**config.mk**
```make
export PLATFORM = sky130hd
export DESIGN_NAME = pulse_train_gen_flat
export DESIGN_NICKNAME = d
export VERILOG_FILES = /design/src/rtl/pulse_gen_pkg.sv /design/src/rtl/pulse_train_gen_if.sv /design/src/rtl/pg_down_counter.sv /design/src/rtl/pulse_train_gen.sv /design/src/flat_wrapper.sv
export SDC_FILE = /design/constraint.sdc
export NUM_CORES = 1
export LEC_CHECK = 0
export BUFFER_PORTS_ARGS = -buffer_cell sky130_fd_sc_hd__buf_4
export CORE_ASPECT_RATIO = 1.25
export CORE_MARGIN = 1
export CORE_UTILIZATION = 30
export DETAILED_ROUTE_END_ITERATION = 6
export HOLD_SLACK_MARGIN = 0.15
export PLACE_DENSITY = 0.55
export SYNTH_ARGS = -nofsm -noshare
export SYNTH_HDL_FRONTEND = slang
export SYNTH_SLANG_ARGS = --single-unit
```
**constraint.sdc**
```tcl
create_clock -name clk -period 2.25 [get_ports clk]
set_input_delay 0.3375 -clock clk [delete_from_list [all_inputs] [get_ports clk]]
set_output_delay 0.3375 -clock clk [all_outputs]
set_load 0.02 [all_outputs]
```
**src/rtl/pulse_gen_pkg.sv**
```systemverilog
// Shared definitions for the pulse-train generator and its falling-edge detector bench:
// the phase state enum and the zero-means-one width rule.
package pulse_gen_pkg;

  typedef enum logic [1:0] {
    IDLE = 2'd0,
    HIGH = 2'd1,
    LOW  = 2'd2
  } pg_state_t;

  // A programmed length of 0 behaves as a 1-cycle phase.
  function automatic int unsigned eff_len(input int unsigned len);
    return (len == 0) ? 1 : len;
  endfunction

endpackage

```
**src/rtl/pulse_train_gen_if.sv**
```systemverilog
// Command/status bundle of the pulse-train generator; master drives commands, slave is the generator.
interface pulse_train_gen_if #(
  parameter int CNT_W = 8
);
  logic             start;
  logic             abort;
  logic [CNT_W-1:0] high_len;
  logic [CNT_W-1:0] low_len;
  logic [CNT_W-1:0] num_pulses;
  logic             dout;
  logic             busy;
  logic             done;

  modport master (
    output start, abort, high_len, low_len, num_pulses,
    input  dout, busy, done
  );

  modport slave (
    input  start, abort, high_len, low_len, num_pulses,
    output dout, busy, done
  );
endinterface

```
**src/rtl/pg_down_counter.sv**
```systemverilog
// Loadable down-counter with enable and zero flag; load has priority and the count never wraps below 0.
module pg_down_counter #(
  parameter int CNT_W = 8
) (
  input  logic             clk,
  input  logic             rst,
  input  logic             load,
  input  logic             en,
  input  logic [CNT_W-1:0] load_val,
  output logic             zero
);

  logic [CNT_W-1:0] count_reg;

  always_ff @(posedge clk or negedge rst) begin
    if (!rst) begin
      count_reg <= '0;
    end else if (load) begin
      count_reg <= load_val;
    end else if (en && (count_reg != '0)) begin
      count_reg <= count_reg - 1'b1;
    end
  end

  assign zero = (count_reg == '0);

endmodule

```
**src/rtl/pulse_train_gen.sv**
```systemverilog
// Pulse-train transmitter: N pulses of latched high/low widths on dout, with busy and a done strobe.
// All outputs come straight from flops; the phase and pulse counters are separate down-counters.
module pulse_train_gen
  import pulse_gen_pkg::*;
#(
  parameter int CNT_W = 8
) (
  input  logic               clk,
  input  logic               rst,
  pulse_train_gen_if.slave   bus
);

  pg_state_t        state_reg;
  logic             dout_reg;
  logic             busy_reg;
  logic             done_reg;
  logic [CNT_W-1:0] high_len_reg;
  logic [CNT_W-1:0] low_len_reg;

  logic             ph_load, ph_en, ph_zero;
  logic             pc_load, pc_en, pc_zero;
  logic [CNT_W-1:0] ph_val, pc_val;
  logic             accept;

  function automatic logic [CNT_W-1:0] width_m1(input logic [CNT_W-1:0] len);
    return CNT_W'(eff_len(32'(len)) - 1);
  endfunction

  assign accept = bus.start && !bus.abort && (bus.num_pulses != '0);

  always_comb begin
    ph_load = 1'b0;
    ph_en   = 1'b0;
    ph_val  = '0;
    pc_load = 1'b0;
    pc_en   = 1'b0;
    pc_val  = bus.num_pulses;
    unique case (state_reg)
      IDLE: begin
        if (accept) begin
          ph_load = 1'b1;
          ph_val  = width_m1(bus.high_len);
          pc_load = 1'b1;
        end
      end
      HIGH: begin
        // Abort clears both counters so an aborted train leaves no residue.
        if (bus.abort) begin
          ph_load = 1'b1;
          pc_load = 1'b1;
          pc_val  = '0;
        end else if (ph_zero) begin
          ph_load = 1'b1;
          ph_val  = width_m1(low_len_reg);
          pc_en   = 1'b1;
        end else begin
          ph_en = 1'b1;
        end
      end
      LOW: begin
        if (bus.abort) begin
          ph_load = 1'b1;
          pc_load = 1'b1;
          pc_val  = '0;
        end else if (ph_zero) begin
          if (!pc_zero) begin
            ph_load = 1'b1;
            ph_val  = width_m1(high_len_reg);
          end
        end else begin
          ph_en = 1'b1;
        end
      end
      default: ;
    endcase
  end

  pg_down_counter #(.CNT_W(CNT_W)) u_phase_cnt (
    .clk      (clk),
    .rst      (rst),
    .load     (ph_load),
    .en       (ph_en),
    .load_val (ph_val),
    .zero     (ph_zero)
  );

  pg_down_counter #(.CNT_W(CNT_W)) u_pulse_cnt (
    .clk      (clk),
    .rst      (rst),
    .load     (pc_load),
    .en       (pc_en),
    .load_val (pc_val),
    .zero     (pc_zero)
  );

  always_ff @(posedge clk or negedge rst) begin
    if (!rst) begin
      state_reg    <= IDLE;
      dout_reg     <= 1'b0;
      busy_reg     <= 1'b0;
      done_reg     <= 1'b0;
      high_len_reg <= '0;
      low_len_reg  <= '0;
    end else begin
      done_reg <= 1'b0;
      unique case (state_reg)
        IDLE: begin
          if (bus.start && !bus.abort) begin
            if (bus.num_pulses != '0) begin
              state_reg    <= HIGH;
              dout_reg     <= 1'b1;
              busy_reg     <= 1'b1;
              high_len_reg <= bus.high_len;
              low_len_reg  <= bus.low_len;
            end else begin
              done_reg <= 1'b1;
            end
          end
        end
        HIGH: begin
          if (bus.abort) begin
            state_reg <= IDLE;
            dout_reg  <= 1'b0;
            busy_reg  <= 1'b0;
          end else if (ph_zero) begin
            state_reg <= LOW;
            dout_reg  <= 1'b0;
          end
        end
        LOW: begin
          if (bus.abort) begin
            state_reg <= IDLE;
            busy_reg  <= 1'b0;
          end else if (ph_zero) begin
            // The pulse counter was decremented on HIGH->LOW, so zero here means last pulse.
            if (pc_zero) begin
              state_reg <= IDLE;
              busy_reg  <= 1'b0;
              done_reg  <= 1'b1;
            end else begin
              state_reg <= HIGH;
              dout_reg  <= 1'b1;
            end
          end
        end
        default: begin
          state_reg <= IDLE;
          dout_reg  <= 1'b0;
          busy_reg  <= 1'b0;
        end
      endcase
    end
  end

  assign bus.dout = dout_reg;
  assign bus.busy = busy_reg;
  assign bus.done = done_reg;

endmodule

```
**src/flat_wrapper.sv**
```systemverilog
// flat-port wrapper written by rule: the top's interface ports become plain ports
module pulse_train_gen_flat import pulse_gen_pkg::*;
#(
  parameter int CNT_W = 8
)
  (clk, rst, bus_start, bus_abort, bus_high_len, bus_low_len, bus_num_pulses, bus_dout, bus_busy, bus_done);
  pulse_train_gen_if #(.CNT_W(CNT_W)) bus_i ();
  input  logic clk;
  input  logic rst;
  input wire logic [$bits(bus_i.start)-1:0] bus_start;
  input wire logic [$bits(bus_i.abort)-1:0] bus_abort;
  input wire logic [$bits(bus_i.high_len)-1:0] bus_high_len;
  input wire logic [$bits(bus_i.low_len)-1:0] bus_low_len;
  input wire logic [$bits(bus_i.num_pulses)-1:0] bus_num_pulses;
  output wire logic [$bits(bus_i.dout)-1:0] bus_dout;
  output wire logic [$bits(bus_i.busy)-1:0] bus_busy;
  output wire logic [$bits(bus_i.done)-1:0] bus_done;
  assign bus_i.start = bus_start;
  assign bus_i.abort = bus_abort;
  assign bus_i.high_len = bus_high_len;
  assign bus_i.low_len = bus_low_len;
  assign bus_i.num_pulses = bus_num_pulses;
  assign bus_dout = bus_i.dout;
  assign bus_busy = bus_i.busy;
  assign bus_done = bus_i.done;
  pulse_train_gen #(.CNT_W(CNT_W)) u_core (.clk(clk), .rst(rst), .bus(bus_i));
endmodule
```
======== Word-level counts from Yosys, hierarchy flattened ========
Index checks and enable logic that the tools add are counted.
Widths: inputs -> output; s select.
storage, ports and cells
  logic and storage cells ................. 102
  input port bits ......................... 28
  register bits after elaboration ......... 37
  output and inout bits ................... 3
operators by class
  multiplexer cells ....................... 57
  equality and inequality tests ........... 11
  add/sub/neg operators ................... 5
  reductions and logical operators ........ 21
operators with widths
  kind                 number
  $mux 8               15
  $logic_not 8->1      5
  $sub 8x1->8 const B  5
  $mux 1               29
  $pmux 8 s3           1
  $reduce_bool 8->1    3
  $mux 2               6
  $ne 3x2->1 const B   3
  $pmux 1 s3           3
  $ne 2x1->1 const B   3
  $ne 2x2->1 const B   3
  $pmux 2 s3           1
  $reduce_and 6->1     1
  $reduce_and 5->1     1
  $logic_and 1x1->1    4
  $pmux 1 s2           2
  $reduce_and 4->1     1
  $reduce_bool 2->1    2
  $reduce_and 3->1     1
  $eq 2x1->1 const B   1
  $eq 2x2->1 const B   1
  $logic_not 2->1      1
  $reduce_or 2->1      1
  $logic_not 1->1      1

======== Depth between registers and ports, before layout ========
  depth after elaboration ................. 8
  gate-level depth with buffers ........... 9
  depth with buffers taken out ............ 9

======== Modules after synthesis ========
From an unflattened synthesis, not the netlist that was laid out.
second synthesis, totals
  cells, all modules ...................... 312
  area, all modules ....................... 2,733.9 sq um
by module, submodules not included
  module                                 area each (sq um)  instances  cells an instance  sequential area each (sq um)
  pulse_train_gen                        1,630.3            1          186                525.5
  pg_down_counter at u_core.u_pulse_cnt  575.6              1          68                 200.2
  pg_down_counter at u_core.u_phase_cnt  528.0              1          58                 200.2

======== Worst setup path after synthesis ========
OpenSTA, ideal clock, no wires.
  path type ............................... flip-flop to flip-flop
  from .................................... reg u_core.u_phase_cnt.count_reg[0]
  to ...................................... reg u_core.u_phase_cnt.count_reg[6]
  cell stages (with the launch flop) ...... 9
  arrival ................................. 1,847 ps
  slack ................................... 271 ps
  setup time .............................. 132 ps
  buffers on the path ..................... 1
  required time ........................... 2,118 ps
  clock period less this slack ............ 1,979 ps
  path through ............................ dfrtp_1 > inv_1 > ha_1 > or4b_4 > nor4b_2 > a211oi_2 > buf_6 > a21oi_1 > a22oi_1
between the ends
  cells in the longest elaborated chain, start to end .. 6
  elaborated cells on any way between the ends .. 20
  classes of those cells .................. add/sub (1); mux (15); reduce/logical (4)
ends and longest elaborated chain
  item                                                                 line                   text
  start, declared                                                      pg_down_counter.sv:13  logic [CNT_W-1:0] count_reg;
  start signal, assigned                                               pg_down_counter.sv:19  count_reg <= load_val;
  start signal, assigned                                               pg_down_counter.sv:21  count_reg <= count_reg - 1'b1;
  parallel branches: the longest is 6 deep, another holds $sub 8x1->8  --
Parallel ways; which one is timed is not known. The select of a mux whose other input is x is not followed.
A chain may end at the register's enable or synchronous reset.

======== Worst setup path in the final report ========
  from .................................... reg u_core.u_phase_cnt.count_reg[0]
  to ...................................... reg u_core.u_phase_cnt.count_reg[7]
The elaborated chain is that of the path after synthesis.

==> summary.md <==
| Metric | Value |
|---|---|
| Tcrit/Tclk final | `95.2%` |
| Netlist Area Pre-Place | `2520 sq um` |
| CTS Root Cell | `clkbuf_8` |
| Vias | `2,139` |
| Slew Limit Fails | `0` |
| Initial Utilization | `30.7%` |
| Post-route antenna net violation count | `0` |
| Routability-driven placement congestion ratio | `0.904` |
| Static leakage | `1.37 nW` |
| Sequential group share of total power | `30.8%` |
| Hold crit path type | `primary input to flip-flop` |
| Grt total ovfl | `0` |
| Avg Inst Size Synth | `9.69 sq um` |
| Clock latency on the worst-skew pair | `300 ps` |
| Slew margin rel. | `64.6%` |
| Mapped Cells | `260` |
| CTS clk-pin slew, worst paths | `80 ps` |
| Synth cell types | `47` |
| Max Cap Viol | `0` |
| H-tree Lvls | `2` |
| Via density | `5.18` |
| Syn_nets | `298` |
| Clock buffer depth | `2` |
| Kind of critical path | `flip-flop to flip-flop` |
| CTS buffer count | `5` |
| Non-filler cells, final | `about 410` |
| Largest net degree at the start of global routing | `38` |
| Area grow syn2layout | `27.6%` |
| Number of I/O port buffers | `30` |
| Clock power frac | `15.9%` |
| Vias in the first global route | `2,100` |
| WL final | `around 6000 um` |
| Worst Skew | `around 8 ps` |
| Outcome | `complete, but fails checks` |
| Layout Nets | `about 350` |
| Setup WS pre-CTS | `-171 ps` |
| Final setup viols | `0` |
| Share of post-route cells with drive strength above 1 | `about a third` |
| Yosys warnings | `0` |
| Std-Cell Rows | `37` |
| Setup ws final | `108 ps` |
| Share of the synthesized area in the top cell type | `36.8%` |
| Initial antenna violation count | `0` |
| Min Tclk post-route | `2140 ps` |
| Hpwl dp | `4520 um` |
| Synth area leader | `dfrtp_1` |
| Register area share after synthesis | `36.8%` |
| Sw Share | `40.8%` |
| CTS tree | `yes` |
| Placed cell count | `398` |
| Critical Path AT | `2300 ps` |
| Ys async rst share | `100%` |
| Post-synth EDFFs | `0` |
| Hold WS | `250 ps` |
| Core ar. | `8190 sq um` |
| Peak supply drop | `0.603 mV` |
| Top_reg_cell synth | `dfrtp_1` |
| Number of detailed-route iterations in the first pass | `6` |
| Crit path max fanout | `12` |
| GRT Overall Usage | `~14%` |
| Drt first-iter violations | `81` |
| Switching power | `1.79 mW` |
| Final Hold Fails | `0` |
| Data required time of the worst path | `2410 ps` |
| DR WL/cell | `between 10 and 15 um` |
| Worst-Margin Slew | `530 ps` |
| Reg2reg setup slack | `110 ps` |
| Fin Setup TNS | `0 ps` |
| Internal power | `2.60 mW` |
| CP endpoint kind | `flip-flop` |
| Fmax | `approximately 470 MHz` |
| Synth top area cells | `dfrtp_1 37%, mux2_2 8.9%, xor2_1 6.3%` |
| First-pass GRT wire length | `9580 um` |
| Width of the die | `84.0 um` |
| # diodes | `0` |
| # IOs | `31` |
| DRC viols | `12` |
| Gate power share | `53.3%` |
| Violated checks | `design-rule violations` |
| Die height | `104 um` |
| Crit path launch type | `flip-flop` |
| PD cells | `1360 nW/um^2` |
| Seq cells post-synth | `37` |
| Full die area | `8770 sq um` |
| CTS Sinks | `37` |
## critical path, cell delays in order (launching register included)
cell and delay (ps):
dfrtp_1 410, inv_1 70, ha_1 180, or4b_4 520, nor4b_4 340, a211oi_4 170
a31oi_1 190, a32oi_1 130
## stage by stage
stage	cell area, sq um	utilization (%)	power, mW
floorplan	2520	-	2.83
global placement	2970	36.2	3.47
detailed placement	2970	36.2	3.51
CTS	3160	38.5	4.31
global route	3210	39.2	4.73
finish	3210	39.2	4.38
## final cells by class
class / instances / area, sq um
clock buffers: 5 / 68.8
inverters: 13 / 48.8
multi-input cells: 204 / 1560
clock inverters: 3 / 65.1
repair buffers: 54 / 420
fillers: 808 / 4980
well taps: 97 / 121
flip-flops and latches: 37 / 926
## per-layer routing
metal	GRT usage, %	vias to the layer above	share of wire [%]
li1	-	1068	-
met1	16.2	995	43
met2	24.9	64	50
met3	3.02	12	4.5
met4	4.80	0	2.1
met5	0	-	0
## power groups by stage
stage                     combinational [mW]  clock [mW]  sequential [mW]
after floorplan                         1.54           0             1.29
after detailed placement                2.17           0             1.34
final                                   2.34       0.696             1.35
after CTS                               2.25       0.715             1.34
after global placement                  2.14           0             1.33
after global routing                    2.60       0.738             1.39
## cells in the mapped netlist, types with 2 or more instances
master	n
a211oi_1	3
a211oi_2	2
a21o_1	2
a21oi_1	10
a21oi_2	2
a222oi_1	4
a22oi_1	6
a31oi_1	3
buf_6	2
clkbuf_1	3
dfrtp_1	37
ha_1	10
inv_1	13
mux2_2	20
mux2i_1	3
nand2_1	16
nand2b_1	6
nand3_1	12
nand4_1	5
nor2_1	22
nor2b_1	2
nor3_1	11
nor4_1	2
nor4_4	2
nor4b_2	2
o21ai_0	5
o21ai_1	8
o311ai_0	2
or3_1	6
xnor2_1	5
xor2_1	18
## cells by family (layout without fill, tap and decap cells)
kind of cell / Yosys count / in the layout / synth area share [%]
and+or+nand+nor: 94 / 94 / 21.7
xor gates and xnor gates: 23 / 23 / 8.00
AOI/OAI and AO/OA: 54 / 54 / 15.0
adders and majority gates: 10 / 10 / 4.97
muxes: 23 / 23 / 10.1
buffers and inverters: 19 / 75 / 3.48
DFF: 37 / 37 / 36.8
## cell usage in the layout, fill, tap and decap left out, types with 9 or more instances in the layout
cell type	n
mux2_2	20
nand2_1	16
nor3_1	10
ha_1	9
nor2_1	22
buf_4	52
xor2_1	18
inv_1	13
a21oi_1	9
nand3_1	12
dfrtp_1	37
## repair_timing
action                                 4_1_cts  5_1_grt
pin swaps                                    3        4
resized for setup                            7        3
setup endpoints to repair                    3       11
hold buffers                                 1        0
setup buffers                                1        5
gates cloned                                 0        0
endpoints found under the hold margin       37        0
## final timing paths
check | start | endpoint | depth (start not counted)
worst min-delay path | bus_low_len[1] | u_core.low_len_reg[1] | 3
max in group asynchronous | rst | u_core.high_len_reg[1] | 2
worst max-delay path | u_core.u_phase_cnt.count_reg[0] | u_core.u_phase_cnt.count_reg[7] | 7
worst min register to register | u_core.bus.busy | u_core.bus.busy | 1
min in group asynchronous | rst | u_core.u_pulse_cnt.count_reg[4] | 2
worst max register to register | u_core.u_phase_cnt.count_reg[0] | u_core.u_phase_cnt.count_reg[7] | 7
No activity file was read; power rests on OpenSTA's default activity.
